`src/rtl/dino_game_defs.sv`:
```
// Shared codes, sprite geometry and the danger/dino overlap test
// used by the collision and score logic.
package dino_game_defs;

  typedef enum logic [1:0] {
    GS_INIT,
    GS_START,
    GS_END,
    GS_RESET
  } game_state_e;

  typedef enum logic [2:0] {
    DT_LOW_BIRD,
    DT_HIGH_BIRD,
    DT_SMALL_CACTUS,
    DT_MANY_CACTUS,
    DT_BIG_CACTUS,
    DT_NONE
  } danger_type_e;

  typedef enum logic {
    DINO_SIT,
    DINO_STAND
  } posture_e;

  localparam logic [10:0] GROUND         = 11'd360;
  localparam logic [10:0] DINO_X         = 11'd40;
  localparam logic [10:0] DINO_W         = 11'd44;
  localparam logic [10:0] DINO_H_STAND   = 11'd47;
  localparam logic [10:0] DINO_H_SIT     = 11'd30;
  localparam logic [10:0] LOW_BIRD_LIFT  = 11'd12;
  localparam logic [10:0] HIGH_BIRD_LIFT = 11'd34;

  localparam logic [10:0] BIRD_W   = 11'd44;
  localparam logic [10:0] BIRD_H   = 11'd33;
  localparam logic [10:0] SMALL_W  = 11'd19;
  localparam logic [10:0] SMALL_H  = 11'd36;
  localparam logic [10:0] MANY_W   = 11'd77;
  localparam logic [10:0] MANY_H   = 11'd49;
  localparam logic [10:0] BIG_W    = 11'd27;
  localparam logic [10:0] BIG_H    = 11'd50;

  // Strict AABB overlap; left edge clamps at 0 instead of wrapping.
  function automatic logic overlap(
    input logic [9:0] pos,
    input logic [2:0] typ,
    input logic       en,
    input logic [9:0] dino_pos,
    input logic       stand
  );
    logic [10:0] w, h, bot, l, r, p, dh, dtop;
    logic        vld;
    vld = en;
    w   = '0;
    h   = '0;
    bot = GROUND;
    case (typ)
      DT_LOW_BIRD: begin
        w   = BIRD_W;
        h   = BIRD_H;
        bot = GROUND - LOW_BIRD_LIFT;
      end
      DT_HIGH_BIRD: begin
        w   = BIRD_W;
        h   = BIRD_H;
        bot = GROUND - HIGH_BIRD_LIFT;
      end
      DT_SMALL_CACTUS: begin
        w = SMALL_W;
        h = SMALL_H;
      end
      DT_MANY_CACTUS: begin
        w = MANY_W;
        h = MANY_H;
      end
      DT_BIG_CACTUS: begin
        w = BIG_W;
        h = BIG_H;
      end
      default: vld = 1'b0;
    endcase
    r    = {1'b0, pos};
    l    = (r < w) ? 11'd0 : r - w;
    p    = {1'b0, dino_pos};
    dh   = stand ? DINO_H_STAND : DINO_H_SIT;
    dtop = p - dh;
    return vld
      && (l < DINO_X + DINO_W)
      && (r > DINO_X)
      && (bot - h < p)
      && (dtop < bot);
  endfunction

endpackage

```
`src/rtl/dino_hit_score_bcd_counter4.sv`:
```
// Four-digit packed-BCD counter with synchronous clear and
// increment, holding at 9999.
module bcd_counter4 (
  input  logic        game_clk,
  input  logic        rst,
  input  logic        clr,
  input  logic        inc,
  output logic [15:0] cnt
);

  logic [15:0] nxt;
  logic        carry;

  always_comb begin
    nxt   = cnt;
    carry = 1'b1;
    for (int i = 0; i < 4; i++) begin
      if (carry) begin
        if (cnt[i*4 +: 4] == 4'd9) begin
          nxt[i*4 +: 4] = 4'd0;
        end else begin
          nxt[i*4 +: 4] = cnt[i*4 +: 4] + 4'd1;
          carry         = 1'b0;
        end
      end
    end
  end

  always_ff @(posedge game_clk or posedge rst) begin
    if (rst) begin
      cnt <= '0;
    end else if (clr) begin
      cnt <= '0;
    end else if (inc && cnt != 16'h9999) begin
      cnt <= nxt;
    end
  end

endmodule

```
`src/rtl/dino_hit_score.sv`:
```
// Collision detect against three danger slots, sticky hit flag,
// running BCD score and session high score.
module dino_hit_score
  import dino_game_defs::*;
#(
  parameter int SCORE_DIV = 8
) (
  input  logic        game_clk,
  input  logic        rst,
  input  logic [9:0]  dino_pos,
  input  logic        dino_behavior,
  input  logic [9:0]  danger_pos1,
  input  logic [9:0]  danger_pos2,
  input  logic [9:0]  danger_pos3,
  input  logic [2:0]  danger_type1,
  input  logic [2:0]  danger_type2,
  input  logic [2:0]  danger_type3,
  input  logic        danger_en1,
  input  logic        danger_en2,
  input  logic        danger_en3,
  input  logic [1:0]  game_state,
  output logic        hit,
  output logic        hit_pulse,
  output logic [15:0] score,
  output logic [15:0] hi_score
);

  localparam logic [7:0] DIV_LAST = 8'(SCORE_DIV - 1);

  logic [9:0] pos_q;
  logic       beh_q;
  logic [9:0] dpos_q [3];
  logic [2:0] dtyp_q [3];
  logic [2:0] den_q;
  logic [1:0] gs_q;
  logic [7:0] div;

  logic coll;
  logic hit_set;
  logic run;
  logic wrap;

  // Source clocks share a root, so one sample is enough.
  always_ff @(posedge game_clk or posedge rst) begin
    if (rst) begin
      pos_q     <= '0;
      beh_q     <= 1'b0;
      dpos_q[0] <= '0;
      dpos_q[1] <= '0;
      dpos_q[2] <= '0;
      dtyp_q[0] <= '0;
      dtyp_q[1] <= '0;
      dtyp_q[2] <= '0;
      den_q     <= '0;
      gs_q      <= '0;
    end else begin
      pos_q     <= dino_pos;
      beh_q     <= dino_behavior;
      dpos_q[0] <= danger_pos1;
      dpos_q[1] <= danger_pos2;
      dpos_q[2] <= danger_pos3;
      dtyp_q[0] <= danger_type1;
      dtyp_q[1] <= danger_type2;
      dtyp_q[2] <= danger_type3;
      den_q     <= {danger_en3, danger_en2, danger_en1};
      gs_q      <= game_state;
    end
  end

  always_comb begin
    coll = overlap(dpos_q[0], dtyp_q[0], den_q[0], pos_q, beh_q)
         | overlap(dpos_q[1], dtyp_q[1], den_q[1], pos_q, beh_q)
         | overlap(dpos_q[2], dtyp_q[2], den_q[2], pos_q, beh_q);
  end

  assign run     = (gs_q == GS_START) && !hit;
  assign hit_set = coll && run;
  assign wrap    = run && (div == DIV_LAST);

  always_ff @(posedge game_clk or posedge rst) begin
    if (rst) begin
      hit       <= 1'b0;
      hit_pulse <= 1'b0;
      div       <= '0;
      hi_score  <= '0;
    end else begin
      hit_pulse <= hit_set;
      if (gs_q == GS_RESET) begin
        hit <= 1'b0;
        div <= '0;
      end else begin
        if (hit_set) hit <= 1'b1;
        if (run) div <= wrap ? 8'd0 : div + 8'd1;
      end
      // Packed BCD orders the same as plain unsigned.
      if (hit_set && score > hi_score) hi_score <= score;
    end
  end

  bcd_counter4 u_score (
    .game_clk (game_clk),
    .rst      (rst),
    .clr      (gs_q == GS_RESET),
    .inc      (wrap && !hit_set),
    .cnt      (score)
  );

endmodule
```
`config.mk`:
```
export PLATFORM = sky130hd
export DESIGN_NAME = dino_hit_score
export DESIGN_NICKNAME = d
export VERILOG_FILES = /design/src/rtl/dino_game_defs.sv /design/src/rtl/dino_hit_score_bcd_counter4.sv /design/src/rtl/dino_hit_score.sv
export SDC_FILE = /design/constraint.sdc
export NUM_CORES = 1
export LEC_CHECK = 0
export CORE_MARGIN = 2
export CORE_UTILIZATION = 55
export CTS_BUF_LIST = sky130_fd_sc_hd__clkbuf_16
export DETAILED_ROUTE_END_ITERATION = 10
export PLACE_DENSITY_LB_ADDON = 0.05
export SLEW_MARGIN = 20
export SYNTH_ARGS = -nofsm -noshare
export SYNTH_HDL_FRONTEND = slang
export SYNTH_HIERARCHICAL = 1
export SYNTH_SLANG_ARGS = --single-unit
```
`constraint.sdc`:
```
create_clock -name game_clk -period 6.1 [get_ports game_clk]
set_clock_uncertainty 0.15 [all_clocks]
set_input_delay 1.525 -clock game_clk [delete_from_list [all_inputs] [get_ports game_clk]]
set_output_delay 1.525 -clock game_clk [all_outputs]
set_load 0.02 [all_outputs]
```
==> qor.yml <==
synth:
  synth-edff-count: 0
  yosys_warnings: 6
  syn_area_um2: 6580
  avgSynthCellArea_um2: 9.85
  ys_async_sr_fraction_pct: 100
  yosys.cell_types.count: 80
  synth_nets: 810
  ys_seq_area_share_pct: 36.9
  synth-main-ff-cell: "dfrtp_1"
  ys_ff_latch: 97
  postSynthCellCount: 668
hold_path:
  min_from: "div[0]"
  min_path_type: "reg2reg"
  min_path_cells: 1
  min_to: "div[0]"
worst_setup_path:
  rr_worst_depth: 16
  slowest_stage: "and4b_1"
  end_kind: "flop"
  r2r-end: "hi_score[2]"
  start_kind: "flop"
  cp.arrival_ns: 5.28
  crit_buf_inv: 0
  critical_path.max_fanout: 16
  r2r-start: "dtyp_q[1]"
  crit_path_max_incr_delay_ns: 0.92
  ff2ff_setup_slack_ns: 0.91
  critPathRequiredTime_ns: 6.19
  crit_family: "simple AND/OR/NAND/NOR gates"
  timing.setup.critical_path_class: "reg2reg"
  crit_path_cell_trace: "nor3b_1 -> ha_1 -> a21o_1 -> a21oi_1 -> o21bai_1 -> a21oi_1 -> ha_1 -> nand4_1 -> and3_1 -> o21ai_0 -> a21o_1 -> a22o_1 -> a2111oi_1 -> nor3_1 -> and4b_1 -> mux2_2"
cells_and_area:
  utilization_pct: 68.0
  area_growth_pct: 19.6
  layout-drive-gt1-share_pct: 6.72
  design_area_um2: 7870
  nets: 896
  antenna_cells: 0
route:
  drtAntennaViolNets: 0
  dr.pass1.iters: 5
  drc: 0
  wire_per_inst_um: 17.0
  vias: 5405
  drt-total-wl_um: 15300
  drt_iter0_drc: 421
  viasPerCell: 5.99
clock_tree:
  cts_inserted_buffers: 9
  cts_tree: "yes"
  cts.sinks: 97
  htreeDepth: 3
  clockBufferDepth: 2
  clk_latency_ns: 0.36
  postCtsSetupRepairBufs: 0
  ctsRootBufferMaster: "clkbuf_16"
  clk_pin_slew_worst_paths_ns: 0.07
  cts_hold_buf: 0
  post_cts_resized: 0
global_route:
  grt.total_usage_pct: 25.3
  grt_max_degree: 50
  grt_overflow: 0
  grt_pass1_wl_um: 26100
  grt_antenna_before_repair: 0
  grt_pass1_vias: 5447
timing:
  final_hold_viol_count: 0
  fmax_ghz: 0.193
  fin_setup_tns_ns: 0
  fin_crit_sh_pct: 85.0
  tightest_slew_ns: 0.953
  rsz0062_at_grt: "no"
  setup_ws_ns: 0.913
  relSlewSlack_pct: 36.3
  setup_viol: 0
  period_needed_ns: 5.19
  drv_slew: 0
place:
  gp_congestion: 0.907
  place_hpwl_um: 11800
  place_ws_ns: 0.990
  portBuffers: 90
  place_area_um2: 7570
pwr:
  p_per_area_nw_per_um2: 198
  leakage_uw: 0.00348
  ir_worst_vdd_uv: 137
floorplan:
  die_h_um: 113
  fp-row-count: 39
  dieArea_um2: 12900
  die_x_um: 113
  io_pins: 91
  core_um2: 11600
  start_util_pct: 56.9
run_status:
  status: "complete, no violations"
job:
  maxCapViolCount: 0
==> state kept, by name, summed over array words and instances, names as in the netlist <==
| name | cells |
|---|---|
| hi_score | 16 |
| beh_q | 1 |
| u_score/cnt | 16 |
| hit_pulse | 1 |
| pos_q | 10 |
| hit | 1 |
| dpos_q | 30 |
| gs_q | 2 |
| div | 8 |
| dtyp_q | 9 |
| den_q | 3 |
==> cell type report <==
| type | instances | area, um2 |
|---|---|---|
| Clock buffer | 9 | 225 |
| Timing Repair Buffer | 92 | 916 |
| Fill cell | 925 | 3700 |
| Tap cell | 143 | 179 |
| Sequential cell | 97 | 2430 |
| Inverter | 51 | 193 |
| Multi-Input combinational cell | 503 | 3860 |
| Clock inverter | 7 | 70.1 |
==> how the worst max path moves through the flow <==
stage / to / slack (ns) / cells past startpoint / startpoint
2_1_floorplan: u_score/cnt[10] / 1.90 / 21 / dtyp_q[0]
3_3_place_gp: hi_score[0] / 1.19 / 16 / dtyp_q[1]
3_5_place_dp: hi_score[2] / 0.99 / 16 / dtyp_q[1]
4_1_cts: hi_score[2] / 0.95 / 16 / dtyp_q[2]
5_1_grt: hi_score[1] / 0.55 / 16 / dtyp_q[1]
6_report: hi_score[2] / 0.91 / 16 / dtyp_q[1]
==> kinds of logic (layout without fill, tap and decap cells) <==
logic type	after synthesis	count (layout)	share of synthesized area (%)
buf+inv	68	159	4.49
mux	21	21	4.07
simple gates	215	215	18.6
flops	97	97	36.9
compound gates	159	159	16.7
xor+xnor	23	23	3.06
fa+ha+maj	85	85	16.2
==> layer usage <==
metal  vias up  share of wire (%)  GRT usage (%)
met3        25                4.4           5.21
li1       2614                  -              -
met1      2631                 44           32.3
met2       135                 50           43.1
met4         0                2.1           8.37
met5         -                  0              0
==> cells in the final DEF (no fill, tap or decap), types with 4 or more instances in the layout <==
cell             count
a21o_1              10
a211oi_1             7
inv_1               49
ha_1                85
nand4_1              8
a31oi_1              8
o21bai_1             5
o31a_1               5
a21oi_1             33
or3_1                4
a2111oi_0            4
o21ai_0             38
nand2b_1            14
xnor2_1             17
clkbuf_16            9
and2_1               7
nand3b_1             7
o31ai_1              5
mux2i_1              5
nor2b_1             14
and3b_1              5
clkdlybuf4s50_1     90
a311oi_1             4
nor3_1              12
and3_1               7
o211ai_1             4
dfrtp_1             97
xor2_1               6
mux2_2               6
nor2_1              45
a221oi_1             4
nor3b_1              5
mux2_4              10
nand3_1             21
nand2_1             41
==> worst register-to-register path, stage by stage (launching register included) <==
cell and delay, ns:
dfrtp_1 0.49, nor3b_1 0.46, ha_1 0.33, a21o_1 0.17, a21oi_1 0.21, o21bai_1 0.09, a21oi_1 0.18, ha_1 0.28
nand4_1 0.10, and3_1 0.16, o21ai_0 0.09, a21o_1 0.20, a22o_1 0.17, a2111oi_1 0.45, nor3_1 0.19, and4b_1 0.92
mux2_2 0.42
==> stage by stage <==
step	cells	hold slack (ns)	power, uW
after floorplan	668	0.331	905
after global placement	886	0.361	986
after detailed placement	886	0.363	1000
after CTS	902	0.372	1570
after global routing	902	0.410	1640
final	902	0.366	1560
==> cells in the mapped netlist, drive strengths merged (10+ instances only) <==
library cell | instances | share of area [%]
dfrtp | 97 | 37
ha | 85 | 16
inv | 51 | 2.9
nor2 | 45 | 2.6
nand2 | 41 | 2.3
o21ai | 38 | 2.9
a21oi | 34 | 2.6
nand3 | 21 | 1.6
xnor2 | 17 | 2.3
mux2 | 16 | 3.3
nand2b | 14 | 1.3
nor2b | 14 | 1.3
nor3 | 12 | 0.91
a21o | 10 | 1.1
==> power breakdown <==
| part | switching (uW) | leakage [uW] | internal (uW) |
|---|---|---|---|
| clock | 253 | 0.000142 | 318 |
| sequential | 23.3 | 0.00123 | 664 |
| combinational | 159 | 0.00211 | 145 |
| total | 435 | 0.00348 | 1130 |
Power figures use the tool's default switching activity.
